## src/rtl/otp_ctrl_otp_arb.sv

```systemverilog
// OTP macro command arbiter: round-robin with lock-until-grant,
// ID FIFO routing of macro responses and sticky protocol error flag.
module otp_ctrl_otp_arb #(
   parameter  int NumReq         = 4,
   parameter  int MaxOutstanding = 2,
   parameter  int SizeW          = 2,
   parameter  int WdataW         = 16,
   parameter  int AddrW          = 10,
   parameter  int RdataW         = 64,
   localparam int IdW            = $clog2(NumReq)
) (
   input  logic                          clk_i,
   input  logic                          rst_i,
   input  logic [NumReq-1:0]             req_i,
   input  logic [NumReq-1:0][2:0]        cmd_i,
   input  logic [NumReq-1:0][SizeW-1:0]  size_i,
   input  logic [NumReq-1:0][WdataW-1:0] wdata_i,
   input  logic [NumReq-1:0][AddrW-1:0]  addr_i,
   output logic [NumReq-1:0]             gnt_o,
   output logic [NumReq-1:0]             rvalid_o,
   output logic [RdataW-1:0]             rdata_o,
   output logic [2:0]                    err_o,
   output logic                          otp_req_o,
   output logic [2:0]                    otp_cmd_o,
   output logic [SizeW-1:0]              otp_size_o,
   output logic [WdataW-1:0]             otp_wdata_o,
   output logic [AddrW-1:0]              otp_addr_o,
   input  logic                          otp_gnt_i,
   input  logic                          otp_rvalid_i,
   input  logic [RdataW-1:0]             otp_rdata_i,
   input  logic [2:0]                    otp_err_i,
   output logic                          proto_err_o,
   output logic                          idle_o
);

   localparam int PtrW = (MaxOutstanding > 1) ? $clog2(MaxOutstanding) : 1;
   localparam int CntW = $clog2(MaxOutstanding + 1);

   function automatic logic [IdW-1:0] add_mod(input logic [IdW-1:0] a,
                                              input logic [IdW-1:0] b);
      logic [IdW:0] s;
      s = {1'b0, a} + {1'b0, b};
      if (s >= (IdW+1)'(NumReq)) s = s - (IdW+1)'(NumReq);
      return s[IdW-1:0];
   endfunction

   function automatic logic [PtrW-1:0] ptr_inc(input logic [PtrW-1:0] p);
      return (p == PtrW'(MaxOutstanding - 1)) ? '0 : p + PtrW'(1);
   endfunction

   logic                               lock_q;
   logic [IdW-1:0]                     lock_idx_q;
   logic [IdW-1:0]                     rr_q;
   logic [MaxOutstanding-1:0][IdW-1:0] fifo_q;
   logic [PtrW-1:0]                    wr_q;
   logic [PtrW-1:0]                    rd_q;
   logic [CntW-1:0]                    cnt_q;
   logic                               perr_q;

   logic                  full;
   logic                  empty;
   logic [2*NumReq-1:0]   req_dbl;
   logic [2*NumReq-1:0]   req_shift;
   logic [NumReq-1:0]     rot;
   logic [IdW-1:0]        off;
   logic [IdW-1:0]        win;
   logic [IdW-1:0]        sel;
   logic [IdW-1:0]        head;
   logic                  otp_req;
   logic                  drop;
   logic                  hs;
   logic                  pop;
   logic                  rsp_on;
   logic                  perr_set;

   assign full  = (cnt_q == CntW'(MaxOutstanding));
   assign empty = (cnt_q == '0);

   // Rotate requests so bit 0 is the round-robin pointer position.
   assign req_dbl   = {req_i, req_i};
   assign req_shift = req_dbl >> rr_q;
   assign rot       = req_shift[NumReq-1:0];

   always_comb begin
      off = '0;
      for (int i = NumReq - 1; i >= 0; i--) begin
         if (rot[i]) off = IdW'(i);
      end
   end

   assign win = add_mod(rr_q, off);

   always_comb begin
      sel     = '0;
      otp_req = 1'b0;
      drop    = 1'b0;
      if (!rst_i) begin
         if (lock_q) begin
            if (req_i[lock_idx_q]) begin
               otp_req = 1'b1;
               sel     = lock_idx_q;
            end else begin
               drop = 1'b1;
            end
         end else if (!full && (|req_i)) begin
            otp_req = 1'b1;
            sel     = win;
         end
      end
   end

   assign hs     = otp_req & otp_gnt_i;
   assign head   = fifo_q[rd_q];
   assign pop    = ~rst_i & otp_rvalid_i & ~empty;
   assign rsp_on = ~rst_i & otp_rvalid_i;

   assign perr_set = (otp_rvalid_i & empty) | drop | (otp_gnt_i & ~otp_req);

   assign gnt_o       = hs  ? (NumReq'(1) << sel)  : '0;
   assign rvalid_o    = pop ? (NumReq'(1) << head) : '0;
   assign rdata_o     = rsp_on ? otp_rdata_i : '0;
   assign err_o       = rsp_on ? otp_err_i   : '0;
   assign otp_req_o   = otp_req;
   assign otp_cmd_o   = otp_req ? cmd_i[sel]   : '0;
   assign otp_size_o  = otp_req ? size_i[sel]  : '0;
   assign otp_wdata_o = otp_req ? wdata_i[sel] : '0;
   assign otp_addr_o  = otp_req ? addr_i[sel]  : '0;
   assign proto_err_o = perr_q;
   assign idle_o      = rst_i | (~lock_q & empty);

   always_ff @(posedge clk_i) begin
      if (rst_i) begin
         lock_q <= 1'b0;
         rr_q   <= '0;
         wr_q   <= '0;
         rd_q   <= '0;
         cnt_q  <= '0;
         perr_q <= 1'b0;
      end else begin
         if (hs) begin
            lock_q       <= 1'b0;
            rr_q         <= add_mod(sel, IdW'(1));
            fifo_q[wr_q] <= sel;
            wr_q         <= ptr_inc(wr_q);
         end else if (otp_req) begin
            lock_q     <= 1'b1;
            lock_idx_q <= sel;
         end else if (drop) begin
            lock_q <= 1'b0;
         end
         if (pop) rd_q <= ptr_inc(rd_q);
         cnt_q <= cnt_q + CntW'(hs) - CntW'(pop);
         if (perr_set) perr_q <= 1'b1;
      end
   end

endmodule

```

## config.mk

```make
export PLATFORM = sky130hd
export DESIGN_NAME = otp_ctrl_otp_arb
export DESIGN_NICKNAME = d
export VERILOG_FILES = /design/src/rtl/otp_ctrl_otp_arb.sv
export SDC_FILE = /design/constraint.sdc
export NUM_CORES = 1
export LEC_CHECK = 0
export CAP_MARGIN = 20
export CORE_AREA = 3 3 118 120
export CTS_CLUSTER_DIAMETER = 80
export DETAILED_ROUTE_END_ITERATION = 10
export DIE_AREA = 0 0 121 123
export SLEW_MARGIN = 20
export SYNTH_ARGS = -nofsm -noshare
export SYNTH_HDL_FRONTEND = slang
export SYNTH_SLANG_ARGS = --single-unit
```

## constraint.sdc

```tcl
create_clock -name clk_i -period 7.9 [get_ports clk_i]
set_input_delay 1.58 -clock clk_i [delete_from_list [all_inputs] [get_ports clk_i]]
set_output_delay 1.58 -clock clk_i [all_outputs]
set_load 0.01 [all_outputs]
```

==> impl_metrics.csv, run 1 <==
group,metric,value,unit
timing,hold_viol_final,0,
place,io_buffers,307,
floorplanning,row_count,42,
floorplanning,die_area,14880,µm²
critical_path,cp-start-kind,"primary input",
critical_path,required,6.32,ns
clocking,clockBufferDepth,2,
synthesis,seq_area_frac_synth,12.26,%
floorplanning,die_h,123,µm
timing,rsz0062_at_grt,"no",
hold_path,hold_start,"proto_err_o",
global_routing,grt.total_usage,16.61,%
place,hpwl,11150,µm
drt,detail_route.wl_per_cell,17.11,µm
place,placed_cell_area,5941,µm²
global_routing,grt_overflow,0,
critical_path,critPathCaptureType,"primary output",
layout,num_antenna_cells,0,
run_status,status,"completed",
timing,layout_min_cycle_time,7.086,ns
layout,layout-drive-gt1-share,11.76,%
synthesis,synth-edff-count,6,
drt,drc,0,
timing,finClkSkew,0.004376,ns
floorplanning,start_util,21.22,%
layout,syn2layout_area_growth,117.5,%
job,max_cap_viol_count,0,
critical_path,arrival,5.51,ns
global_routing,grt_pass1_wl,19590,µm
critical_path,reg2reg_from,"lock_idx_q[0]",
global_routing,grt_max_degree,69,
synthesis,netlist-cell-type-count,46,
timing,fmax,141.1,MHz
floorplanning,core-area,13090,µm²
synthesis,syn_nets,545,
clocking,cts_setup_buffers,0,
timing,tns,0,ns
clocking,cts_buffers,3,
hold_path,hp-class,"reg -> reg",
drt,vias_per_cell,4.580,
synthesis,synth.avg_cell_area,8.190,µm²
drt,drt_first_pass_iters,4,
synthesis,synthArstFlopShare,0,%
drt,vias,3650,
power_and_ir_drop,ir_drop,0.00007823,V
synthesis,synthFlopType,"dfxtp_1",
clocking,cts-resized-gates,0,
timing,worst_pin_slew,1.076,ns
layout,final_cell_mix,"307 x clkdlybuf4s50_1, 67 x and2_1, 35 x nor3_1",
drt,first_iter_violations,82,
timing,slew_viol_final,0,
synthesis,netlist_area,2776,µm²
floorplanning,ios,308,
hold_path,hold_path_end,"proto_err_o",
clocking,clk_pin_slew,0.05,ns
power_and_ir_drop,power_density,103.8,nW/µm²
clocking,cts_tree,"built",
critical_path,critPathKind,"in -> out",
timing,period_share,89.70,%
layout,finish.instance_area,6040,µm²
clocking,htreeDepth,1,
power_and_ir_drop,power,627.0,µW
drt,routed_wl,13640,µm
hold_path,hold-path-cell-count,2,
clocking,clk_latency,0.24,ns
timing,maxSlewHeadroom,28.25,%
floorplanning,fp.dieW,121,µm
critical_path,rr_worst_depth,12,
timing,setup_viol,0,
layout,layout_commonest_cell,"clkdlybuf4s50_1",
clocking,cts_sinks,14,
clocking,cts-hold-fix-buffers,0,
layout,nets,828,
critical_path,reg2reg_to,"cnt_q[1]",
global_routing,grt_pass1_vias,3656,
critical_path,r2r_slack,4.37,ns
power_and_ir_drop,p_leak,2.394,nW
synthesis,ys_warn_count,0,
synthesis,synth_seq_cells,14,
place,gp_routability_congestion,0.8068,
critical_path,crit_fanout,37,
clocking,ctsRootBufferMaster,"clkbuf_16",
synthesis,postSynthCellCount,339,
drt,ant_nets,0,
global_routing,antenna_found_initial,0,
[metrics by stage]
| step | cells | utilization, % | hold WS (ns) | setup slack [ns] |
|---|---|---|---|---|
| after floorplan | 339 | - | 0.5215 | 2.481 |
| after global placement | 792 | 45.40 | 0.5376 | 0.8579 |
| after detailed placement | 792 | 45.40 | 0.5527 | 0.7854 |
| after CTS | 796 | 46.00 | 0.5615 | 0.7730 |
| after global routing | 797 | 46.16 | 0.5980 | 0.5568 |
| final | 797 | 46.16 | 0.5563 | 0.8136 |
[how the worst max path moves through the flow]
stage | cells after the start | endpoint | startpoint
3_5_place_dp | 12 | gnt_o[3] | req_i[1]
5_1_grt | 12 | gnt_o[3] | req_i[1]
3_3_place_gp | 11 | gnt_o[3] | req_i[2]
4_1_cts | 12 | gnt_o[3] | req_i[1]
2_1_floorplan | 12 | gnt_o[2] | req_i[0]
6_report | 12 | gnt_o[3] | req_i[1]
[synthesized netlist by cell type, drive strengths merged (2+ instances only)]
library cell  count  share of area, %
mux2             33                13
xnor2             2              0.63
nand2b            2              0.45
a32oi             2              0.63
o32ai             2              0.63
nor3             36               6.5
edfxtp            6               6.5
inv              12               1.6
o21ai             2              0.36
clkbuf           19               2.8
buf              15               4.1
nor2b             2              0.45
a31oi             2              0.45
nor2             21               2.8
a21o              2              0.54
nand3             2              0.36
and3              5               1.1
xor2              3              0.95
nor4              2              0.68
ha                7               3.2
a211oi           32                14
a21oi             5               1.3
and2             67                15
dfxtp             8               5.8
or2               2              0.45
mux2i            34                12
nand2             6              0.81
[registers in the layout, indices dropped and copies added, names as in the netlist]
name         flops
fifo_q           4
lock_idx_q       2
rr_q             2
cnt_q            2
rd_q             1
wr_q             1
proto_err_o      1
lock_q           1
[worst max-delay path, stage by stage]
cell	delay, ns
clkdlybuf4s50_1	0.62
nor2_1	0.11
or4_1	0.41
o2111ai_1	0.12
ha_1	0.21
xor2_1	0.18
nor4b_1	0.22
mux2_2	0.21
or2_2	0.82
ha_1	0.33
and3_1	0.16
clkdlybuf4s50_1	0.54
[power by group]
group / internal (mW) / switching [mW]
clock: 0.0681 / 0.0284
sequential: 0.0850 / 0.00984
combinational: 0.252 / 0.183
total: 0.406 / 0.221
[area by class of cell]
cell class	instances	area, µm²
multi-input combinational	279	2220
sequential	14	340.3
fill	1277	7046
inverter	12	45.04
tap	176	220.2
timing repair buffer	312	3136
clock buffer	4	78.83
[per-layer routing]
layer  vias to the layer above  wire, µm  track usage, %
met2                       191      7050           32.30
met4                         0        92           2.620
met3                         6      1437           5.627
met1                      1673      5054           17.56
met5                         -         0               0
li1                       1780         -               -
[kinds of logic after synthesis]
logic type | count (synthesis) | share of synthesized area (%)
buffers and inverters | 46 | 8.607
adders and majority gates | 7 | 3.154
AOI/OAI and AO/OA | 51 | 18.88
and+or+nand+nor | 149 | 29.88
DFF | 14 | 12.26
xor gates and xnor gates | 5 | 1.578
muxes | 67 | 25.64
Note: power is estimated with default switching activity, not from simulation.
==> run 2, diff against run 1 <==
--- a/config.mk
+++ b/config.mk
@@ -5,11 +5,13 @@
 export SDC_FILE = /design/constraint.sdc
 export NUM_CORES = 1
 export LEC_CHECK = 0
+export ABC_AREA = 1
 export CAP_MARGIN = 20
-export CORE_AREA = 3 3 118 120
+export CORE_AREA = 3 3 117 119
 export CTS_CLUSTER_DIAMETER = 80
 export DETAILED_ROUTE_END_ITERATION = 10
-export DIE_AREA = 0 0 121 123
+export DIE_AREA = 0 0 120 122
+export PLACE_DENSITY = 0.68
 export SLEW_MARGIN = 20
 export SYNTH_ARGS = -nofsm -noshare
 export SYNTH_HDL_FRONTEND = slang
==> run 2 against run 1 <==
Effect of this change:
- sequential cell count unchanged
- die area decreased by 1.6%
- first-iteration DRC count increased by 140%
- largest power group unchanged
==> impl_metrics.csv, run 2 <==
group,metric,value,unit
run_status,status,"completed",
drt,vias_per_cell,4.290,
place,hpwl,12380,µm
critical_path,critPathKind,"in -> out",
global_routing,grt.total_usage,19.09,%
critical_path,cp-start-kind,"primary input",
layout,post-route-util,50.45,%
global_routing,grt_overflow,0,
drt,ant_nets,0,
timing,fmax,149.7,MHz
timing,layout_min_cycle_time,6.678,ns
synthesis,postSynthCellCount,651,
clocking,cts_tree,"built",
timing,hold_viol_final,0,
timing,rsz0062_at_grt,"no",
synthesis,syn_nets,857,
global_routing,grt_max_degree,69,
timing,maxSlewHeadroom,53.01,%
place,gp_routability_congestion,0.8520,
synthesis,synthFlopType,"dfxtp_1",
synthesis,yosys-top-cells-count,"219 x nand2_1, 123 x inv_1, 110 x nor2_1",
critical_path,required,6.32,ns
timing,setup_viol,0,
floorplanning,die_h,122,µm
layout,nets,1140,
clocking,cts_setup_buffers,0,
floorplanning,die_area,14640,µm²
place,placed_cell_area,6314,µm²
critical_path,arrival,5.10,ns
clocking,clockBufferDepth,2,
synthesis,yosys.area.top_type_share,26.32,%
synthesis,yosys-top-cells-area,"nand2_1 26%, inv_1 15%, nor2_1 13%, nand3b_1 7.5%, nand3_1 6.7%",
synthesis,synthArstFlopShare,0,%
critical_path,cpMostUsedCell,"nand2_1",
critical_path,rr_worst_depth,15,
timing,period_share,84.54,%
hold_path,hold-path-cell-count,1,
critical_path,crit_path_max_incr_delay,0.56,ns
drt,detail_route.wl_per_cell,13.71,µm
synthesis,netlist-cell-type-count,23,
timing,worst_pin_slew,0.7041,ns
synthesis,synth.avg_cell_area,4.797,µm²
floorplanning,start_util,24.65,%
drt,first_iter_violations,197,
synthesis,synth-edff-count,6,
critical_path,cp_slowest_cell,"clkdlybuf4s50_1",
critical_path,crit_buf_inv,5,
layout,top_register,"fifo_q",
layout,num_antenna_cells,0,
floorplanning,core-area,12670,µm²
job,max_cap_viol_count,0,
layout,largest_reg_flops,4,
drt,routed_wl,15150,µm
clocking,cts-resized-gates,0,
clocking,ctsRootBufferMaster,"clkbuf_16",
layout,layout-drive-gt1-share,2.358,%
drt,vias,4741,
critical_path,cp_top_family,"buffers and inverters",
layout,finish.instance_area,6392,µm²
global_routing,grt_pass1_vias,4457,
clocking,cts_buffers,3,
clocking,clk_latency,0.24,ns
critical_path,cp_num_cells,18,
global_routing,antenna_found_initial,0,
synthesis,synth.largest_area_cell,"nand2_1",
power_and_ir_drop,power_density,108.4,nW/µm²
floorplanning,row_count,41,
floorplanning,fp.dieW,120,µm
power_and_ir_drop,ir_drop,0.00006417,V
critical_path,critPathCaptureType,"primary output",
clocking,cts_sinks,14,
critical_path,crit_fanout,32,
timing,tns,0,ns
critical_path,worstPathCellList,"clkdlybuf4s50_1 > nand2_1 > nand3_1 > nand2_1 > nand3_1 > a21boi_0 > ha_1 > nand2_1 > nand2_1 > buf_4 > nand2_2 > inv_1 > buf_4 > nand2_1 > nand2_1 > a21oi_1 > nor2_1 > clkdlybuf4s50_1",
floorplanning,ios,308,
timing,finClkSkew,0.001486,ns
synthesis,synth_seq_cells,14,
place,io_buffers,307,
drt,drt_first_pass_iters,4,
layout,layout_commonest_cell,"clkdlybuf4s50_1",
power_and_ir_drop,p_leak,3.179,nW
clocking,clk_pin_slew,0.05,ns
drt,drc,0,
layout,final_cell_mix,"307 x clkdlybuf4s50_1, 217 x nand2_1, 123 x inv_1",
synthesis,yosysMostFrequentCell,"nand2_1",
hold_path,hp-class,"reg -> reg",
clocking,htreeDepth,1,
synthesis,seq_area_frac_synth,10.90,%
global_routing,grt_pass1_wl,22650,µm
synthesis,netlist_area,3123,µm²
layout,syn2layout_area_growth,104.7,%
timing,slew_viol_final,0,
clocking,cts-hold-fix-buffers,0,
synthesis,ys_warn_count,0,
## run 2: changes by cell type in the layout (fill, tap and decap cells not counted), moves of 34 or more
| cell | previous run | this run |
|---|---|---|
| mux2i_1 | 34 | 0 |
| nand2_1 | 4 | 217 |
| and2_1 | 67 | 0 |
| nor2_1 | 21 | 110 |
| inv_1 | 11 | 123 |
| nand3_1 | 2 | 42 |
| a21oi_1 | 4 | 38 |
## run 2: cell type report
cell class,count,area [µm²]
clock buffers,3,75.07
clock inverters,1,3.754
fillers,1342,6279
inverters,124,465.4
multi-input cells,474,2145
flip-flops and latches,14,340.3
well taps,172,215.2
repair buffers,317,3148
## run 2: logic make-up (layout without fill, tap and decap cells)
logic type | after synthesis | after routing | share of synthesized area [%]
DFF | 14 | 14 | 10.90
adders and majority gates | 7 | 7 | 2.804
AOI/OAI and AO/OA | 53 | 53 | 9.535
buffers and inverters | 163 | 445 | 20.59
and+or+nand+nor | 412 | 412 | 55.61
xor gates and xnor gates | 2 | 2 | 0.5610
## run 2: final timing paths
check / to / from / slack [ns]
setup / recovery: otp_addr_o[6] / req_i[3] / 1.22
hold / removal: cnt_q[1] / cnt_q[1] / 0.48
setup reg to reg: rr_q[1] / rr_q[0] / 4.48
hold reg to reg: cnt_q[1] / cnt_q[1] / 0.48
## run 2: through the flow
step	cells	hold slack (ns)	power (mW)	setup WS (ns)
2_1_floorplan	651	0.4435	0.3523	3.031
5_1_grt	1105	0.5024	0.7552	0.8733
4_1_cts	1105	0.4817	0.7026	1.145
3_3_place_gp	1101	0.4618	0.6038	1.177
3_5_place_dp	1101	0.4652	0.6036	1.162
6_report	1105	0.4803	0.6932	1.222
## run 2: power breakdown
group / internal, mW / leakage [nW] / total, mW / switching [mW]
Sequential: 0.0842 / 0.123 / 0.0905 / 0.00633
Combinational: 0.246 / 3.02 / 0.507 / 0.261
Clock: 0.0669 / 0.0385 / 0.0958 / 0.0289
Total: 0.397 / 3.18 / 0.693 / 0.296
## run 2: metal layers
| metal | GRT usage [%] | part of all wire, % | wire (µm) |
|---|---|---|---|
| met1 | 20.60 | 38 | 5684 |
| met2 | 36.81 | 51 | 7761 |
| met3 | 5.385 | 9.8 | 1481 |
| met4 | 4.223 | 1.5 | 223 |
| met5 | 0 | 0 | 0 |
